--- src/rtl/fft_peak_topk_if.sv ---
// rtl/fft_peak_topk_if.sv - bin input and ranked-peak output bundle for fft_peak_topk
interface fft_peak_topk_if #(
  parameter int W        = 33,
  parameter int NSamples = 1024,
  parameter int K        = 4
);
  logic [W-1:0]                mag;
  logic                        mag_valid;
  logic [W-1:0]                threshold;
  logic [W-1:0]                peak_mag;
  logic [$clog2(NSamples)-1:0] peak_k;
  logic [$clog2(K):0]          peak_rank;
  logic                        peak_last;
  logic                        peak_valid;
  logic                        peak_ready;
  logic                        frame_overrun;

  modport master (
    output mag, mag_valid, threshold, peak_ready,
    input  peak_mag, peak_k, peak_rank, peak_last, peak_valid, frame_overrun
  );

  modport slave (
    input  mag, mag_valid, threshold, peak_ready,
    output peak_mag, peak_k, peak_rank, peak_last, peak_valid, frame_overrun
  );
endinterface

--- src/rtl/fft_peak_topk.sv ---
// rtl/fft_peak_topk.sv - streaming top-K spectral peak finder (FFT_PEAK_LOCAL_MAX_EN adds local-max gating)
module fft_peak_topk #(
  parameter int W        = 33,
  parameter int NSamples = 1024,
  parameter int K        = 4,
  parameter int MIN_BIN  = 1,
  parameter int MAX_BIN  = 511
) (
  input logic           clk,
  input logic           reset,
  fft_peak_topk_if.slave bus
);
  localparam int BW = $clog2(NSamples);
  localparam int KW = $clog2(K) + 1;
  localparam int IW = (K > 1) ? $clog2(K) : 1;
  localparam logic [BW-1:0] LAST_BIN = BW'(NSamples - 1);

  typedef enum logic {IDLE, EMIT} state_t;
  state_t state, state_n;

  logic [BW-1:0] bin_cnt;
  logic [W-1:0]  list_mag [K];
  logic [BW-1:0] list_k   [K];
  logic [KW-1:0] list_fill;
  logic [W-1:0]  snap_mag [K];
  logic [BW-1:0] snap_k   [K];
  logic [KW-1:0] snap_fill;
  logic          frame_end_d;
  logic          overrun;
  logic [IW-1:0] idx, idx_n;

  logic          cand_ok, cand_last;
  logic [W-1:0]  cand_mag;
  logic [BW-1:0] cand_k;

  logic [W-1:0]  b_mag [K];
  logic [BW-1:0] b_k   [K];
  logic [W-1:0]  n_mag [K];
  logic [BW-1:0] n_k   [K];
  logic [KW-1:0] b_fill, n_fill, pos, n_beats;
  logic          found, ins;
  logic          load, drop, hs, last_hs, is_last;

`ifdef FFT_PEAK_LOCAL_MAX_EN
  logic          p_valid, p_eval;
  logic [W-1:0]  p_mag, p_left, p_thr, p_right;
  logic [BW-1:0] p_k;

  // Judge the pending bin once its right neighbour arrives, or in the flush cycle for the last bin
  always_comb begin
    p_eval    = p_valid && (bus.mag_valid || p_k == LAST_BIN);
    p_right   = (p_k == LAST_BIN) ? '0 : bus.mag;
    cand_mag  = p_mag;
    cand_k    = p_k;
    cand_last = p_eval && (p_k == LAST_BIN);
    cand_ok   = p_eval && (p_k >= BW'(MIN_BIN)) && (p_k <= BW'(MAX_BIN)) &&
                (p_mag > p_thr) && (p_mag > p_left) && (p_mag >= p_right);
  end

  // One-bin delay line holding the bin under test, its threshold and its left neighbour
  always_ff @(posedge clk) begin
    if (reset) begin
      p_valid <= 1'b0;
      p_mag   <= '0;
      p_left  <= '0;
      p_thr   <= '0;
      p_k     <= '0;
    end else if (bus.mag_valid) begin
      p_valid <= 1'b1;
      p_mag   <= bus.mag;
      p_thr   <= bus.threshold;
      p_k     <= bin_cnt;
      p_left  <= (bin_cnt == '0) ? '0 : p_mag;
    end else if (p_eval) begin
      p_valid <= 1'b0;
    end
  end
`else
  // Without the local-max rule the incoming beat itself is the candidate
  always_comb begin
    cand_mag  = bus.mag;
    cand_k    = bin_cnt;
    cand_last = bus.mag_valid && (bin_cnt == LAST_BIN);
    cand_ok   = bus.mag_valid && (bin_cnt >= BW'(MIN_BIN)) && (bin_cnt <= BW'(MAX_BIN)) &&
                (bus.mag > bus.threshold);
  end
`endif

  // Sorted insert into the collect list; a frame-end cycle inserts into an already-cleared list
  always_comb begin
    b_fill = frame_end_d ? '0 : list_fill;
    for (int i = 0; i < K; i++) begin
      b_mag[i] = frame_end_d ? '0 : list_mag[i];
      b_k[i]   = frame_end_d ? '0 : list_k[i];
    end
    pos   = KW'(K);
    found = 1'b0;
    for (int i = 0; i < K; i++) begin
      if (!found && ((KW'(i) >= b_fill) || (cand_mag > b_mag[i]))) begin
        pos   = KW'(i);
        found = 1'b1;
      end
    end
    ins    = cand_ok && (pos < KW'(K));
    n_fill = (ins && (b_fill < KW'(K))) ? b_fill + KW'(1) : b_fill;
    n_mag[0] = (ins && pos == '0) ? cand_mag : b_mag[0];
    n_k[0]   = (ins && pos == '0) ? cand_k   : b_k[0];
    for (int i = 1; i < K; i++) begin
      if (!ins || (KW'(i) < pos)) begin
        n_mag[i] = b_mag[i];
        n_k[i]   = b_k[i];
      end else if (KW'(i) == pos) begin
        n_mag[i] = cand_mag;
        n_k[i]   = cand_k;
      end else begin
        n_mag[i] = b_mag[i-1];
        n_k[i]   = b_k[i-1];
      end
    end
  end

  // Emission control: snapshot load/drop decision, beat advance and IDLE/EMIT transitions
  always_comb begin
    state_n = state;
    idx_n   = idx;
    load    = 1'b0;
    drop    = 1'b0;
    n_beats = (snap_fill == '0) ? KW'(1) : snap_fill;
    is_last = (KW'(idx) == n_beats - KW'(1));
    hs      = (state == EMIT) && bus.peak_ready;
    last_hs = hs && is_last;
    if (frame_end_d) begin
      if (state == IDLE || last_hs) load = 1'b1;
      else                          drop = 1'b1;
    end
    case (state)
      IDLE: begin
        if (load) begin
          state_n = EMIT;
          idx_n   = '0;
        end
      end
      EMIT: begin
        if (load) begin
          idx_n = '0;
        end else if (last_hs) begin
          state_n = IDLE;
          idx_n   = '0;
        end else if (hs) begin
          idx_n = idx + IW'(1);
        end
      end
      default: state_n = IDLE;
    endcase
  end

  // FSM state and beat index registers
  always_ff @(posedge clk) begin
    if (reset) begin
      state <= IDLE;
      idx   <= '0;
    end else begin
      state <= state_n;
      idx   <= idx_n;
    end
  end

  // Bin counter, collect list, snapshot and overrun pulse
  always_ff @(posedge clk) begin
    if (reset) begin
      bin_cnt     <= '0;
      frame_end_d <= 1'b0;
      overrun     <= 1'b0;
      list_fill   <= '0;
      snap_fill   <= '0;
      for (int i = 0; i < K; i++) begin
        list_mag[i] <= '0;
        list_k[i]   <= '0;
        snap_mag[i] <= '0;
        snap_k[i]   <= '0;
      end
    end else begin
      if (bus.mag_valid) bin_cnt <= (bin_cnt == LAST_BIN) ? '0 : bin_cnt + BW'(1);
      frame_end_d <= cand_last;
      overrun     <= drop;
      list_fill   <= n_fill;
      for (int i = 0; i < K; i++) begin
        list_mag[i] <= n_mag[i];
        list_k[i]   <= n_k[i];
      end
      if (load) begin
        snap_fill <= list_fill;
        for (int i = 0; i < K; i++) begin
          snap_mag[i] <= list_mag[i];
          snap_k[i]   <= list_k[i];
        end
      end
    end
  end

  assign bus.peak_valid    = (state == EMIT);
  assign bus.peak_mag      = (state == EMIT) ? snap_mag[idx] : '0;
  assign bus.peak_k        = (state == EMIT) ? snap_k[idx] : '0;
  assign bus.peak_rank     = (state == EMIT) ? KW'(idx) : '0;
  assign bus.peak_last     = (state == EMIT) && is_last;
  assign bus.frame_overrun = overrun;
endmodule

--- src/flat_wrapper.sv ---
// flat-port wrapper written by rule: the top's interface ports become plain ports
module fft_peak_topk_flat 
#(
  parameter int W        = 33,
  parameter int NSamples = 1024,
  parameter int K        = 4,
  parameter int MIN_BIN  = 1,
  parameter int MAX_BIN  = 511
)
  (clk, reset, bus_mag, bus_mag_valid, bus_threshold, bus_peak_ready, bus_peak_mag, bus_peak_k, bus_peak_rank, bus_peak_last, bus_peak_valid, bus_frame_overrun);
  fft_peak_topk_if #(.W(W), .NSamples(NSamples), .K(K)) bus_i ();
  input logic clk;
  input logic reset;
  input wire logic [$bits(bus_i.mag)-1:0] bus_mag;
  input wire logic [$bits(bus_i.mag_valid)-1:0] bus_mag_valid;
  input wire logic [$bits(bus_i.threshold)-1:0] bus_threshold;
  input wire logic [$bits(bus_i.peak_ready)-1:0] bus_peak_ready;
  output wire logic [$bits(bus_i.peak_mag)-1:0] bus_peak_mag;
  output wire logic [$bits(bus_i.peak_k)-1:0] bus_peak_k;
  output wire logic [$bits(bus_i.peak_rank)-1:0] bus_peak_rank;
  output wire logic [$bits(bus_i.peak_last)-1:0] bus_peak_last;
  output wire logic [$bits(bus_i.peak_valid)-1:0] bus_peak_valid;
  output wire logic [$bits(bus_i.frame_overrun)-1:0] bus_frame_overrun;
  assign bus_i.mag = bus_mag;
  assign bus_i.mag_valid = bus_mag_valid;
  assign bus_i.threshold = bus_threshold;
  assign bus_i.peak_ready = bus_peak_ready;
  assign bus_peak_mag = bus_i.peak_mag;
  assign bus_peak_k = bus_i.peak_k;
  assign bus_peak_rank = bus_i.peak_rank;
  assign bus_peak_last = bus_i.peak_last;
  assign bus_peak_valid = bus_i.peak_valid;
  assign bus_frame_overrun = bus_i.frame_overrun;
  fft_peak_topk #(.W(W), .NSamples(NSamples), .K(K), .MIN_BIN(MIN_BIN), .MAX_BIN(MAX_BIN)) u_core (.clk(clk), .reset(reset), .bus(bus_i));
endmodule
--- config.mk ---
export PLATFORM = sky130hd
export DESIGN_NAME = fft_peak_topk_flat
export DESIGN_NICKNAME = d
export VERILOG_FILES = /design/src/rtl/fft_peak_topk_if.sv /design/src/rtl/fft_peak_topk.sv /design/src/flat_wrapper.sv
export SDC_FILE = /design/constraint.sdc
export NUM_CORES = 1
export LEC_CHECK = 0
export ABC_CLOCK_PERIOD_IN_PS = 7100
export CORE_UTILIZATION = 50
export DETAILED_ROUTE_END_ITERATION = 10
export GPL_ROUTABILITY_DRIVEN = 1
export PLACE_DENSITY = 0.7
export REMOVE_ABC_BUFFERS = 1
export SETUP_SLACK_MARGIN = 0.1
export SYNTH_ARGS = -nofsm -noshare
export SYNTH_HDL_FRONTEND = slang
export SYNTH_SLANG_ARGS = --single-unit
--- constraint.sdc ---
create_clock -name clk -period 7.1 [get_ports clk]
set_input_delay 1.065 -clock clk [delete_from_list [all_inputs] [get_ports clk]]
set_output_delay 1.065 -clock clk [all_outputs]
set_load 0.02 [all_outputs]
# Word-level counts from Yosys, hierarchy flattened
# Memories as Yosys holds them, arrays and structs flattened. A register that Yosys moved wholly into a read port is not among the register bits.
# Cells that the tools add are included.
[word_totals]
ff_bits = 21
input_bits = 70
n_memories = 4
mem_bits_rw = 344
output_inout_bits = 49
word_cells = 158
[op_classes]
n_mux = 73
n_reduce_logical = 29
bitwise_logic = 18
n_lt_le_gt_ge = 16
addsub = 4
n_eq_ne = 7
[mem_list]
columns = ["memory", "words", "width", "rd", "rd_clocked_by_memory_dff", "write_ports", "line", "rtl"]
rows = [
  ["u_core.list_mag", 4, 33, 4, 0, 4, "fft_peak_topk.sv:22", "logic [W-1:0] list_mag [K];"],
  ["u_core.snap_mag", 4, 33, 1, 1, 4, "fft_peak_topk.sv:25", "logic [W-1:0] snap_mag [K];"],
  ["u_core.list_k", 4, 10, 4, 0, 4, "fft_peak_topk.sv:23", "logic [BW-1:0] list_k [K];"],
  ["u_core.snap_k", 4, 10, 1, 1, 4, "fft_peak_topk.sv:26", "logic [BW-1:0] snap_k [K];"],
]
[ops]
columns = ["operator", "n"]
rows = [
  ["$mux 33", 20],
  ["$mux 10", 21],
  ["$gt 33x33->1", 5],
  ["$mux 3", 7],
  ["$mux 2", 9],
  ["$or 1x1->1", 16],
  ["$mux 1", 14],
  ["$logic_and 1x1->1", 13],
  ["$add 10x1->10 const B", 1],
  ["$eq 10x10->1 const B", 1],
  ["$ge 10x1->1 const B", 1],
  ["$le 10x9->1 const B", 1],
  ["$logic_or 1x1->1", 8],
  ["$eq 2x3->1 const A", 2],
  ["$ge 1x3->1 const A", 2],
  ["$ge 2x3->1 const A", 2],
  ["$logic_not 3->1", 2],
  ["$lt 2x3->1 const A", 2],
  ["$lt 3x3->1 const B", 2],
  ["$logic_not 1->1", 4],
  ["$ne 4x4->1 const B", 1],
  ["$pmux 2 s2", 1],
  ["$add 3x1->3 const B", 1],
  ["$eq 1x3->1 const A", 1],
  ["9 further kinds", 10],
]

# Logic depth before layout (Yosys ltp)
# Gate-level depths: netlist of the first run.
# An unclocked memory read counts as a cell.
[logic_depth]
word_depth = 20
mapped_depth = 17
ltp_nobuf = 12

# Worst setup path before layout of the first run
# Ideal clock, no wire load.
[synth_timing]
path_kind = "input port to flip-flop"
start = "in bus_peak_ready"
end = "mem u_core.snap_k[0][0] in the netlist's numbering (enable)"
path_slack_ns = 1.675
setup_ns = 0.524
stages = 4
path_buffers = 0
t_required_ns = 6.576
arrival_ns = 4.901
cell_sequence = "inv_1 o21ai_0 a21oi_1 inv_1"
[synth_lines]
columns = ["element", "line", "rtl"]
rows = [
  ["start, declared", "flat_wrapper.sv:17", "input wire logic [$bits(bus_i.peak_ready)-1:0] bus_peak_ready;"],
  ["end, declared", "fft_peak_topk.sv:26", ""],
]

==> flow_summary.yaml, run 1 <==
status:
  status: "finished clean"
critical_path:
  rr_startpoint: "u_core.frame_end_d"
  crit_family: "compound AO/OA/AOI/OAI gates"
  cpMostUsedCell: "buf_4"
  worstSetupStartpoint: "u_core.frame_end_d"
  cp.arrival_ns: 6.11
  worst-path-max-fanout: 57
  path_buf_inv: 4
  reg2regPathDepth: 13
  path_cells: "clkinv_2, buf_4, nand2_1, ha_1, nand4_1, inv_1, a221o_1, a2111oi_0, a31o_2, buf_4, nor2_1, mux2_1, a221oi_2"
  critPathKind: "flip-flop to flip-flop"
  ff2ff_setup_slack_ns: 1.44
  slowest_stage: "a31o_2"
  crit_required_ns: 7.56
  end_kind: "flip-flop"
  worst_r2r_endpoint: "u_core.list_mag[0][115]"
  path_depth: 13
  start_kind: "flip-flop"
  slowest_delay_ns: 0.99
  crit_end: "u_core.list_mag[0][115]"
hold_path:
  holdCritStartpoint: "u_core.list_k[0][9]"
  hp-class: "flip-flop to flip-flop"
yosys:
  ys_seq_area_frac: 0.423
  synth_ff_type: "dfxtp_1"
  yosys_warnings: 0
  synth_common_cells: "and2_1 (218), dfxtp_1 (195), nand2_1 (173)"
  async_reset_ff_frac: 0
  synth_edf_count: 172
  syn-cell-area_um2: 21400
  syn_area_per_cell_um2: 10.4
  synth.top_cells.by_area: "edfxtp_1 (24%), dfxtp_1 (18%), ha_1 (10%)"
  ys_types: 74
  synth_top_cell_by_area: "edfxtp_1"
  yosys_register_bits: 367
  yosysMostFrequentCell: "and2_1"
  synth_top_area_frac: 0.241
  synthCells: 2067
sta:
  setup_viol: 0
  setup-tns-final_ns: 0
  maxSlewViolCount: 0
  min_period_over_period: 0.797
  hold_viol: 0
  fmax_mhz: 177
  rsz0062_at_grt: "no"
  final.min_clock_period_ns: 5.66
  clock_skew_ns: 0.0225
  setup_ws_ns: 1.44
  worst_pin_slew_ns: 1.31
  relSlewSlack: 0.126
floorplan:
  start_util: 0.509
  die_area_um2: 43700
  fp.dieH_um: 209
  fp-row-count: 75
  io_pins: 119
  core_area_um2: 42100
  die_w_um: 209
clock_network:
  postCtsResizedCells: 0
  clk_pin_slew_ns: 0.06
  clock-sinks: 367
  cts_root_buf: "clkbuf_16"
  cts_buffer_depth: 3
  ctsHoldBuffers: 0
  htree_num_levels: 2
  postCtsSetupRepairBufs: 0
  insertion_delay_ns: 0.57
  cts_buffers: 41
  tritoncts: "done"
detailed_routing:
  routed_wl_um: 60000
  drt.antenna.violating_nets: 0
  drt-initial-drc-count: 1367
  wl_per_cell_um: 22.4
  dr.pass1.iters: 5
  avgViaCountPerCell: 6.13
  drc_errors: 0
  vias: 16400
final_layout:
  drive_above_1_share: 0.112
  nNetsFinal: 2353
  final_util: 0.577
  syn_to_final_growth_pct: 13.4
job:
  maxCapViolCount: 0
grt:
  gr-total-overflow: 0
  grt_util_all_layers: 0.277
  grt_max_degree: 119
  antenna_found_initial: 2
  grt_pass1_wl_um: 93400
  grt_pass1_vias: 16500
placement:
  pre_cts_slack_ns: 1.52
  dp_hpwl_um: 39200
  io_buffers: 117
  place_congestion: 0.934
pwr:
  cellLeakagePower_nw: 8.84
  power_density_nw_per_um2: 214
  peakVddDrop_v: 0.000140
==> layout by cell type, fill, tap and decap left out, types with 40 or more instances in the layout <==
master           instances
clkdlybuf4s50_1        116
inv_1                  103
a21oi_1                 61
mux4_2                  43
nand3_1                 60
dfxtp_1                191
ha_1                   172
clkbuf_16               41
mux2i_1                 44
edfxtp_1               172
nor2b_1                 64
mux2_1                  62
nand4_1                 40
nand2_1                173
o21ai_0                 66
and2_1                 218
nor2_1                 124
==> per-stage QoR <==
stage	cells	hold slack [ns]	power [mW]	cell area, µm²
after global routing	2683	0.479	5.38	24300
final	2684	0.454	5.21	24300
after floorplan	1916	0.418	2.79	20800
after global placement	2607	0.441	3.02	22900
after CTS	2682	0.454	5.22	24300
after detailed placement	2607	0.443	3.04	22900
==> where the power goes <==
group	total, mW	internal [mW]	switching (mW)
Combinational	0.648	0.267	0.381
Sequential	2.36	2.31	0.0452
Clock	2.20	1.32	0.883
==> worst min-delay path, cell delays in order (launching register included) <==
cell	delay, ns
dfxtp_1	0.32
nand2_1	0.06
nor2_1	0.03
==> routing by layer <==
layer	wire length (µm)	global-route usage	up-vias
li1	-	-	7614
met1	25700	0.364	8059
met2	28000	0.452	645
met3	4200	0.0440	124
met4	2140	0.120	0
met5	0	0	-
==> how the worst min path moves through the flow <==
| stage | to | slack, ns | cells after the start |
|---|---|---|---|
| after detailed placement | u_core.list_k[0][9] | 0.44 | 2 |
| after global routing | u_core.list_k[0][9] | 0.48 | 2 |
| after CTS | u_core.list_k[0][9] | 0.45 | 2 |
| after floorplan | u_core.list_k[0][9] | 0.42 | 2 |
| after global placement | u_core.list_k[0][9] | 0.44 | 2 |
| final | u_core.list_k[0][9] | 0.45 | 2 |
==> final cells by class <==
class	count	area, µm²
multi-input cells	1443	11300
well taps	539	674
diodes	2	5.00
flip-flops and latches	367	9080
clock inverters	13	200
fillers	3567	17800
repair buffers	152	1460
clock buffers	62	1160
inverters	106	404
==> cells by family after synthesis <==
| family | Yosys count | share of synthesized area |
|---|---|---|
| simple gates | 741 | 0.181 |
| flops | 367 | 0.423 |
| compound gates | 330 | 0.121 |
| buf+inv | 257 | 0.0504 |
| mux | 188 | 0.120 |
| fa+ha+maj | 172 | 0.100 |
| xor+xnor | 11 | 0.00449 |
| other cells | 1 | 0.000175 |
==> registers in the layout (all words and copies together), names as in the netlist, named ones only <==
name	cells
u_core.bin_cnt	10
u_core.bus.frame_overrun	1
u_core.bus.peak_valid	1
u_core.frame_end_d	1
u_core.idx	2
u_core.list_fill	3
u_core.list_k	40
u_core.list_mag	132
u_core.snap_fill	3
u_core.snap_k	40
u_core.snap_mag	132
Note: power is estimated with default switching activity, not from simulation.
==> run 2, diff against run 1 <==
--- a/config.mk
+++ b/config.mk
@@ -5,7 +5,7 @@
 export SDC_FILE = /design/constraint.sdc
 export NUM_CORES = 1
 export LEC_CHECK = 0
-export ABC_CLOCK_PERIOD_IN_PS = 7100
+export ABC_CLOCK_PERIOD_IN_PS = 5700
 export CORE_UTILIZATION = 50
 export DETAILED_ROUTE_END_ITERATION = 10
 export GPL_ROUTABILITY_DRIVEN = 1
==> constraint.sdc (replaced) <==
create_clock -name clk -period 5.7 [get_ports clk]
set_input_delay 0.855 -clock clk [delete_from_list [all_inputs] [get_ports clk]]
set_output_delay 0.855 -clock clk [all_outputs]
set_load 0.02 [all_outputs]
==> flow_summary.yaml, run 2 (synthesis gave the netlist of run 1 again) <==
critical_path:
  crit_required_ns: 6.09
  worstSetupStartpoint: "u_core.frame_end_d"
  end_kind: "flip-flop"
  worst-path-max-fanout: 65
  critPathKind: "flip-flop to flip-flop"
  ff2ff_setup_slack_ns: 1.0
  slowest_stage: "nor3b_1"
  path_cells: "clkinv_2, buf_12, buf_4, nand2_1, ha_1, and3_1, nor3b_1, nand4_1, o22a_1, buf_4, a211oi_4, buf_12, a21o_2, buf_4, a221oi_2"
  worst_r2r_endpoint: "u_core.list_mag[0][128]"
  reg2regPathDepth: 15
  rr_startpoint: "u_core.frame_end_d"
  path_buf_inv: 6
  start_kind: "flip-flop"
  crit_family: "buffers and inverters"
  cp.arrival_ns: 5.09
  cpMostUsedCell: "buf_4"
  slowest_delay_ns: 0.56
detailed_routing:
  drc_errors: 0
  drt.antenna.violating_nets: 0
  vias: 16500
  drt-initial-drc-count: 1634
  routed_wl_um: 60600
  dr.pass1.iters: 6
  wl_per_cell_um: 22.6
  avgViaCountPerCell: 6.15
floorplan:
  start_util: 0.509
  fp-row-count: 75
  die_area_um2: 43700
  io_pins: 119
  core_area_um2: 42100
  die_w_um: 209
  fp.dieH_um: 209
hold_path:
  whs_path_depth: 2
  hold_end: "u_core.list_k[0][9]"
  hp-class: "flip-flop to flip-flop"
  holdCritStartpoint: "u_core.list_k[0][9]"
pwr:
  cellLeakagePower_nw: 8.85
  peakVddDrop_v: 0.000173
  power_density_nw_per_um2: 257
  power_mw: 6.26
clock_network:
  cts_root_buf: "clkbuf_16"
  tritoncts: "done"
  clock-sinks: 367
  clk_pin_slew_ns: 0.06
  cts_buffer_depth: 3
  insertion_delay_ns: 0.56
  postCtsSetupRepairBufs: 0
  ctsHoldBuffers: 0
  cts_buffers: 39
  postCtsResizedCells: 0
  htree_num_levels: 2
grt:
  grt_max_degree: 92
  gr-total-overflow: 0
  grt_pass1_wl_um: 94400
  grt_util_all_layers: 0.279
  antenna_found_initial: 1
  grt_pass1_vias: 16600
sta:
  setup_viol: 0
  rsz0062_at_grt: "no"
  fmax_mhz: 213
  worst_pin_slew_ns: 1.08
  final.min_clock_period_ns: 4.70
  min_period_over_period: 0.825
  relSlewSlack: 0.283
  hold_viol: 0
  maxSlewViolCount: 0
  clock_skew_ns: 0.0151
final_layout:
  multi_input_area_um2: 11300
  fill_cells: 3563
  mostFrequentLayoutCells: "and2_1 (218), dfxtp_1 (191), nand2_1 (173)"
  nNetsFinal: 2359
  layout.cells.non_filler: 2687
  drive_above_1_share: 0.111
  syn_to_final_growth_pct: 13.6
  reg.largest.list: "u_core.list_mag (132), u_core.snap_mag (132)"
  final_common_cell: "and2_1"
  seqCellArea_um2: 9080
  final_util: 0.578
job:
  maxCapViolCount: 0
placement:
  io_buffers: 117
  place_congestion: 0.918
  dp_hpwl_um: 39700
  placed_cells: 2615
status:
  status: "finished clean"
-- run 2: worst max-delay path by stage --
stage          slack, ns                       to  depth (start not counted)
4_1_cts             1.04  u_core.list_mag[0][128]                         15
2_1_floorplan      -2.56      u_core.list_fill[2]                         10
3_5_place_dp        0.81     u_core.list_k[0][22]                         10
6_report             1.0  u_core.list_mag[0][128]                         15
3_3_place_gp       -0.19   u_core.list_mag[0][53]                         11
5_1_grt             0.82   u_core.list_mag[0][98]                         14
-- run 2: per-stage QoR --
stage	instance area (µm²)	TNS, ns	hold WS, ns	setup WS [ns]
5_1_grt	24400	0	0.481	0.822
3_5_place_dp	23100	0	0.434	0.809
3_3_place_gp	23100	-2.49	0.432	-0.185
6_report	24400	0	0.444	0.997
4_1_cts	24400	0	0.443	1.04
2_1_floorplan	20800	-191.12	0.418	-2.56
-- run 2: area by class of cell --
| type | instances | share of cell area |
|---|---|---|
| multi-input combinational | 1443 | 0.465 |
| sequential | 367 | 0.373 |
| timing repair buffer | 160 | 0.0678 |
| clock buffer | 61 | 0.0460 |
| tap | 539 | 0.0277 |
| inverter | 106 | 0.0166 |
| clock inverter | 10 | 0.00416 |
| antenna | 1 | 0.000103 |
-- run 2: where the power goes --
| part | internal [mW] | switching [mW] |
|---|---|---|
| combinational | 0.342 | 0.485 |
| clock | 1.44 | 1.06 |
| sequential | 2.88 | 0.0544 |
| total | 4.67 | 1.60 |
-- run 2: tightest hold or removal path: cells and delay by family, from the launching register on --
| kind | cells | cell delay, ns |
|---|---|---|
| flops | 1 | 0.32 |
| simple gates | 2 | 0.09 |
-- run 2: layer usage --
layer / share of wire / up-vias / global-route usage
met5: 0 / - / 0
met4: 0.038 / 0 / 0.124
met3: 0.064 / 147 / 0.0392
met2: 0.47 / 636 / 0.454
met1: 0.43 / 8129 / 0.370
li1: - / 7620 / -
==> run 3, diff against run 2 <==
--- a/config.mk
+++ b/config.mk
@@ -5,11 +5,11 @@
 export SDC_FILE = /design/constraint.sdc
 export NUM_CORES = 1
 export LEC_CHECK = 0
-export ABC_CLOCK_PERIOD_IN_PS = 5700
+export ABC_CLOCK_PERIOD_IN_PS = 3800
 export CORE_UTILIZATION = 50
 export DETAILED_ROUTE_END_ITERATION = 10
 export GPL_ROUTABILITY_DRIVEN = 1
-export PLACE_DENSITY = 0.7
+export PLACE_DENSITY = 0.72
 export REMOVE_ABC_BUFFERS = 1
 export SETUP_SLACK_MARGIN = 0.1
 export SYNTH_ARGS = -nofsm -noshare
==> constraint.sdc (replaced) <==
create_clock -name clk -period 3.8 [get_ports clk]
set_input_delay 0.57 -clock clk [delete_from_list [all_inputs] [get_ports clk]]
set_output_delay 0.57 -clock clk [all_outputs]
set_load 0.02 [all_outputs]
==> flow_summary.yaml, run 3 (synthesis gave the netlist of run 1 again) <==
detailed_routing:
  dr.pass1.iters: 8
  drt-initial-drc-count: 1583
  avgViaCountPerCell: 6.02
  wl_per_cell_um: 22.6
  drt.antenna.violating_nets: 0
  vias: 17600
  drc_errors: 1
  routed_wl_um: 65900
grt:
  grt_max_degree: 90
  gr-total-overflow: 0
  antenna_found_initial: 1
  grt_pass1_vias: 17500
  grt_util_all_layers: 0.293
  grt_pass1_wl_um: 98600
clock_network:
  cts_buffer_depth: 3
  clk_pin_slew_ns: 0.06
  cts_buffers: 41
  clock-sinks: 367
  cts_root_buf: "clkbuf_16"
  tritoncts: "done"
  insertion_delay_ns: 0.58
  htree_num_levels: 2
critical_path:
  cp.arrival_ns: 4.25
  rr_startpoint: "u_core.frame_end_d"
  crit_end: "u_core.list_mag[0][59]"
  critPathKind: "flip-flop to flip-flop"
  reg2regPathDepth: 16
  cpMostUsedCell: "buf_12"
  path_depth: 16
  end_kind: "flip-flop"
  path_cells: "buf_12, nor2b_2, inv_1, ha_1, nand4_1, nor3_1, o32ai_1, buf_4, and4b_1, buf_4, o311a_4, o21ai_4, buf_12, buf_12, mux2_1, o311a_1"
  ff2ff_setup_slack_ns: 0.008
  worst_r2r_endpoint: "u_core.list_mag[0][59]"
  worst-path-max-fanout: 25
  crit_family: "buffers and inverters"
  path_buf_inv: 6
  worstSetupStartpoint: "u_core.frame_end_d"
  crit_required_ns: 4.26
  slowest_delay_ns: 0.38
  slowest_stage: "dfxtp_4"
  start_kind: "flip-flop"
final_layout:
  syn_to_final_growth_pct: 26.8
  reg.largest.list: "u_core.list_mag (132), u_core.snap_mag (132)"
  final_area_um2: 27200
  final_common_cell: "and2_1"
  mostFrequentLayoutCells: "and2_1 (218), buf_4 (211), dfxtp_1 (191)"
  layout.cells.non_filler: 2916
  drive_above_1_share: 0.227
  nNetsFinal: 2585
sta:
  worst_pin_slew_ns: 0.804
  min_period_over_period: 0.998
  setup_viol: 0
  rsz0062_at_grt: "yes"
  relSlewSlack: 0.464
  final.min_clock_period_ns: 3.79
  maxSlewViolCount: 0
  hold_viol: 0
  fmax_mhz: 264
  clock_skew_ns: 0.0166
floorplan:
  core_area_um2: 42100
  fp.dieH_um: 209
  start_util: 0.509
  die_area_um2: 43700
  io_pins: 119
  die_w_um: 209
  fp-row-count: 75
pwr:
  cellLeakagePower_nw: 10.3
  power_density_nw_per_um2: 375
  power_mw: 10.2
  peakVddDrop_v: 0.000256
status:
  status: "finished, violations left"
  violations: "DRC"
placement:
  placed_cells: 2814
  dp_hpwl_um: 43500
  dpl-instance-area_um2: 24900
  place_congestion: 0.944
  io_buffers: 117
hold_path:
  hp-class: "input pin to flip-flop"
  whs_path_depth: 2
job:
  maxCapViolCount: 0
run 3: layer usage:
layer	track usage	share of wire	routed length, µm	vias up
met4	0.122	0.036	2360	0
met3	0.0479	0.075	4950	155
met2	0.488	0.47	31000	759
met5	0	0	0	-
met1	0.378	0.42	27500	8554
li1	-	-	-	8084
run 3: area by class of cell:
type	instances	area, µm²
Antenna cell	1	2.50
Clock buffer	53	1130
Clock inverter	23	302
Fill cell	3234	15000
Inverter	106	410
Multi-Input combinational cell	1443	11700
Sequential cell	367	9080
Tap cell	539	674
Timing Repair Buffer	384	3910
run 3: per-stage QoR:
stage	hold slack [ns]	utilization	setup TNS, ns	setup slack, ns
6_report	0.374	0.645	0	0.00775
5_1_grt	0.390	0.645	-1.33	-0.0975
4_1_cts	0.352	0.633	0	0.0535
3_5_place_dp	0.437	0.591	-56.83	-0.513
3_3_place_gp	0.432	0.591	-48.91	-0.405
2_1_floorplan	0.418	-	-773.97	-4.46
run 3: where the power goes:
group	total, mW	leakage, nW	internal (mW)	switching, mW
registers	4.41	3.22	4.32	0.0876
logic	1.50	6.37	0.701	0.801
clock network	4.29	0.704	2.60	1.69
run 3: worst min path at each step:
stage	slack (ns)	to	startpoint
floorplan	0.42	u_core.list_k[0][9]	u_core.list_k[0][9]
detailed placement	0.44	u_core.list_k[0][9]	u_core.list_k[0][9]
CTS	0.35	u_core.list_k[0][2]	reset
global route	0.39	u_core.bin_cnt[8]	reset
global placement	0.43	u_core.list_k[0][9]	u_core.list_k[0][9]
finish	0.37	u_core.bin_cnt[8]	reset
run 3: timing repair:
item	in CTS	in global routing
setup endpoints to repair	128	118
hold buffers	0	0
buffers inserted	3	10
gates resized for setup	44	58
cloned	4	8
pin swaps	11	21
